<file path="config.mk">
export PLATFORM = sky130hd
export DESIGN_NAME = pc_sequencer
export DESIGN_NICKNAME = d
export VERILOG_FILES = /design/src/rtl/pc_sequencer.sv
export SDC_FILE = /design/constraint.sdc
export NUM_CORES = 1
export LEC_CHECK = 0
export ABC_AREA = 1
export BUFFER_PORTS_ARGS = -buffer_cell sky130_fd_sc_hd__buf_2
export CORE_ASPECT_RATIO = 0.6
export CORE_MARGIN = 5
export CORE_UTILIZATION = 40
export DETAILED_ROUTE_END_ITERATION = 10
export GPL_TIMING_DRIVEN = 0
export PLACE_DENSITY = 0.71
export SYNTH_ARGS = -nofsm -noshare
export SYNTH_HDL_FRONTEND = slang
export SYNTH_SLANG_ARGS = --single-unit
export TNS_END_PERCENT = 30
</file>
<file path="constraint.sdc">
create_clock -name clk -period 3.9 [get_ports clk]
set_input_delay 0.78 -clock clk [delete_from_list [all_inputs] [get_ports clk]]
set_output_delay 0.78 -clock clk [all_outputs]
set_load 0.1 [all_outputs]
</file>
<file path="src/rtl/pc_sequencer.sv">
// Multi-cycle fetch/issue/execute sequencer that owns the program counter.
// Optional statistics counters are built when PC_SEQ_STATS_EN is defined.
//
// state | meaning
// ------+---------------------------------------------------------------
// IDLE  | out of reset, waiting for start
// FETCH | imem_req held with imem_addr = pc until imem_ack
// ISSUE | instr newly latched, instr_valid pulses for this one cycle
// EXEC  | waiting for exec_done, then halt, fault or load br_next_pc
// HALT  | stopped on halt or misaligned target; start restarts
module pc_sequencer #(
    parameter logic [31:0] RESET_PC = 32'h0000_0000,
    parameter int          STAT_W   = 16
) (
    input  logic              clk,
    input  logic              rst,
    input  logic              start,
    output logic              imem_req,
    output logic [31:0]       imem_addr,
    input  logic              imem_ack,
    input  logic [31:0]       imem_rdata,
    output logic [31:0]       instr,
    output logic              instr_valid,
    input  logic              exec_done,
    input  logic              halt_req,
    input  logic [31:0]       br_next_pc,
    input  logic              br_take,
    input  logic              br_jump,
    output logic [31:0]       pc,
    output logic              busy,
    output logic              halted,
    output logic              fault
`ifdef PC_SEQ_STATS_EN
    ,
    output logic [STAT_W-1:0] branch_count,
    output logic [STAT_W-1:0] jump_count
`endif
);

    typedef enum logic [2:0] {
        S_IDLE  = 3'd0,
        S_FETCH = 3'd1,
        S_ISSUE = 3'd2,
        S_EXEC  = 3'd3,
        S_HALT  = 3'd4
    } state_t;

    state_t      r_state;
    logic [31:0] r_pc;
    logic [31:0] r_instr;
    logic        r_req;
    logic        r_valid;
    logic        r_busy;
    logic        r_halted;
    logic        r_fault;
    logic        w_misaligned;
    logic        w_advance;

    assign w_misaligned = (br_next_pc[1:0] != 2'b00);
    // Only a retiring, non-halt, aligned instruction moves the pc and the stats.
    assign w_advance    = (r_state == S_EXEC) && exec_done && !halt_req && !w_misaligned;

    always_ff @(posedge clk or posedge rst) begin
        if (rst) begin
            r_state  <= S_IDLE;
            r_pc     <= RESET_PC;
            r_instr  <= 32'h0;
            r_req    <= 1'b0;
            r_valid  <= 1'b0;
            r_busy   <= 1'b0;
            r_halted <= 1'b0;
            r_fault  <= 1'b0;
        end else begin
            case (r_state)
                S_IDLE, S_HALT: begin
                    r_valid <= 1'b0;
                    if (start) begin
                        r_state  <= S_FETCH;
                        r_pc     <= RESET_PC;
                        r_fault  <= 1'b0;
                        r_req    <= 1'b1;
                        r_busy   <= 1'b1;
                        r_halted <= 1'b0;
                    end
                end
                S_FETCH: begin
                    if (imem_ack) begin
                        r_state <= S_ISSUE;
                        r_instr <= imem_rdata;
                        r_req   <= 1'b0;
                        r_valid <= 1'b1;
                    end
                end
                S_ISSUE: begin
                    r_state <= S_EXEC;
                    r_valid <= 1'b0;
                end
                S_EXEC: begin
                    if (exec_done) begin
                        if (halt_req || w_misaligned) begin
                            r_state  <= S_HALT;
                            r_busy   <= 1'b0;
                            r_halted <= 1'b1;
                            r_fault  <= !halt_req;
                        end else begin
                            r_state <= S_FETCH;
                            r_pc    <= br_next_pc;
                            r_req   <= 1'b1;
                        end
                    end
                end
                default: begin
                    r_state  <= S_IDLE;
                    r_req    <= 1'b0;
                    r_valid  <= 1'b0;
                    r_busy   <= 1'b0;
                    r_halted <= 1'b0;
                end
            endcase
        end
    end

    assign pc          = r_pc;
    assign imem_addr   = r_pc;
    assign imem_req    = r_req;
    assign instr       = r_instr;
    assign instr_valid = r_valid;
    assign busy        = r_busy;
    assign halted      = r_halted;
    assign fault       = r_fault;

`ifdef PC_SEQ_STATS_EN
    logic [STAT_W-1:0] r_branch_cnt;
    logic [STAT_W-1:0] r_jump_cnt;
    logic              w_restart;

    assign w_restart = start && ((r_state == S_IDLE) || (r_state == S_HALT));

    always_ff @(posedge clk or posedge rst) begin
        if (rst) begin
            r_branch_cnt <= '0;
            r_jump_cnt   <= '0;
        end else if (w_restart) begin
            r_branch_cnt <= '0;
            r_jump_cnt   <= '0;
        end else if (w_advance) begin
            if (br_take && (r_branch_cnt != '1))
                r_branch_cnt <= r_branch_cnt + 1'b1;
            if (br_jump && (r_jump_cnt != '1))
                r_jump_cnt <= r_jump_cnt + 1'b1;
        end
    end

    assign branch_count = r_branch_cnt;
    assign jump_count   = r_jump_cnt;
`else
    logic w_unused_stats;
    assign w_unused_stats = ^{br_take, br_jump, w_advance};
`endif

endmodule
</file>
==> results.sh <==
export IMPL_final_net_count=617
export IMPL_min_path_type="reg2reg"
export IMPL_fp_dieH_um=78.72
export IMPL_slew_headroom=0.4160
export IMPL_chipWidth_um=124.5
export IMPL_status="finished, final reports clean"
export IMPL_seq_area_um2=1802
export IMPL_antenna_cells=0
export IMPL_hpwl_um=6019
export IMPL_rsz0062_at_grt="no"
export IMPL_r2r_slack_ns=2.44
export IMPL_crit_arrival_ns=1.24
export IMPL_cp_start_kind="register"
export IMPL_postSynthAreaPerCell_um2=8.648
export IMPL_cts_max_level=3
export IMPL_drtIter0Drc=97
export IMPL_ys_ff_latch=72
export IMPL_gr_total_overflow=0
export IMPL_globalplace_congestion=0.8236
export IMPL_cts_tree="yes"
export IMPL_endpoint_kind="primary output"
export IMPL_synth_nets=436
export IMPL_grtUsageMet3=0.06720
export IMPL_grt_pass1_vias=2808
export IMPL_cp_max_fo=3
export IMPL_fmax_mhz=496.1
export IMPL_syn_area_um2=3148
export IMPL_wire_per_inst_um=12.05
export IMPL_ys_types=19
export IMPL_clk_path_buf_depth=2
export IMPL_cts_repair_resized=0
export IMPL_grt_max_degree=73
export IMPL_die_area_um2=9802
export IMPL_layout_commonest_cell="buf_2"
export IMPL_clk_pin_slew_ns=0.05
export IMPL_grt_pass1_wl_um=13220
export IMPL_drive_gt1_frac=0.4345
export IMPL_busiest_layer="met2"
export IMPL_ys_warnings_count=0
export IMPL_syn_inst=364
export IMPL_timing_final_crit_period_ns=2.016
export IMPL_ys_seq_area_frac=0.5723
export IMPL_tightest_slew_ns=0.8760
export IMPL_root_buffer="clkbuf_16"
export IMPL_cts_sinks=72
export IMPL_hold_violations=0
export IMPL_route_detailed_drc=0
export IMPL_cap_violations=0
export IMPL_drt_wl_total_um=7927
export IMPL_grt_usage=0.1661
export IMPL_fp_row_count=25
export IMPL_fin_tns_setup_ns=0
export IMPL_firstDrtPassIters=5
export IMPL_met1_usage=0.1979
export IMPL_io_buffers=170
export IMPL_finalSetupViolations=0
export IMPL_synthToLayoutAreaGrowth_pct=40.46
export IMPL_grt_util_met2=0.2791
export IMPL_cts_inserted_buffers=9
export IMPL_antenna_found_initial=0
export IMPL_core_um2=7757
export IMPL_ant_nets=0
export IMPL_start_util=0.4058
export IMPL_worstSetupPathType="reg2out"
export IMPL_cts_hold_buf=0
export IMPL_multi_input_area_um2=847.1
export IMPL_viasPerCell=4.229
export IMPL_io_pin_count=173
export IMPL_n_fill_cell=772
export IMPL_clk_latency_ns=0.32
export IMPL_finalCritPeriodShare=0.5168
export IMPL_num_vias=2783
export IMPL_slew_violations=0
export IMPL_final_cell_mix="buf_2 (175), nand2_1 (149), dfrtp_1 (72)"
export IMPL_cts_setup_buffers=0
export IMPL_finalClockSkew_ns=0.005225
export IMPL_cp_required_ns=3.12
-- registers in the layout (all words and copies together), names as in the netlist --
| register | cells |
|---|---|
| r_state | 3 |
| instr | 32 |
| busy | 1 |
| instr_valid | 1 |
| imem_addr | 32 |
| halted | 1 |
| imem_req | 1 |
| fault | 1 |
-- per-stage QoR --
| stage | worst slack, ns | cell area (um2) | util | instances | hold slack, ns |
|---|---|---|---|---|---|
| 2_1_floorplan | 1.295 | 3148 | - | 364 | 0.5661 |
| 3_3_place_gp | 0.4320 | 4134 | 0.5329 | 642 | 0.4539 |
| 3_5_place_dp | 2.053 | 4136 | 0.5332 | 642 | 0.4608 |
| 4_1_cts | 1.863 | 4422 | 0.5700 | 658 | 0.4755 |
| 5_1_grt | 1.824 | 4422 | 0.5700 | 658 | 0.5017 |
| 6_report | 1.884 | 4422 | 0.5700 | 658 | 0.4692 |
-- routing by layer --
layer,wire [um],part of all wire
met1,3379,0.43
met2,3802,0.48
met3,665,0.084
met4,80,0.010
met5,0,0
-- worst max-delay path, stage by stage (launching register included) --
cell	delay [ns]
dfrtp_1	0.38
buf_4	0.12
buf_2	0.41
-- final timing paths --
check / startpoint / endpoint / cells past startpoint
min in group asynchronous: rst / instr[9] / 2
hold reg to reg: imem_req / imem_req / 2
max in group asynchronous: rst / instr[1] / 2
setup reg to reg: r_state[1] / imem_addr[10] / 7
setup / recovery: imem_addr[18] / pc[18] / 2
hold / removal: imem_req / imem_req / 2
-- cell usage after synthesis (all sizes together) --
library cell / number / area [um2]
a21oi: 1 / 5.000
and2: 1 / 6.260
buf: 43 / 321.5
clkbuf: 2 / 8.750
dfrtp: 72 / 1802
inv: 45 / 168.9
nand2: 151 / 571.8
nand3: 4 / 20.02
nand4: 1 / 12.51
nor2: 11 / 66.32
o21ai: 33 / 165.2
-- final cells by class --
cell class | count | share of cell area
Inverter | 45 | 0.03877
Clock buffer | 13 | 0.06112
Clock inverter | 3 | 0.003396
Buffer | 45 | 0.07470
Sequential cell | 72 | 0.4075
Tap cell | 108 | 0.03056
Timing Repair Buffer | 170 | 0.1924
Multi-Input combinational cell | 202 | 0.1916
-- cells by family after synthesis --
group                  Yosys count  synth area share
buffers and inverters           90            0.1586
AOI/OAI and AO/OA               34           0.05405
DFF                             72            0.5723
and+or+nand+nor                168            0.2150
Power is not shown: default switching activity piles up to over one toggle a cycle in this logic, so the estimate is an artifact.
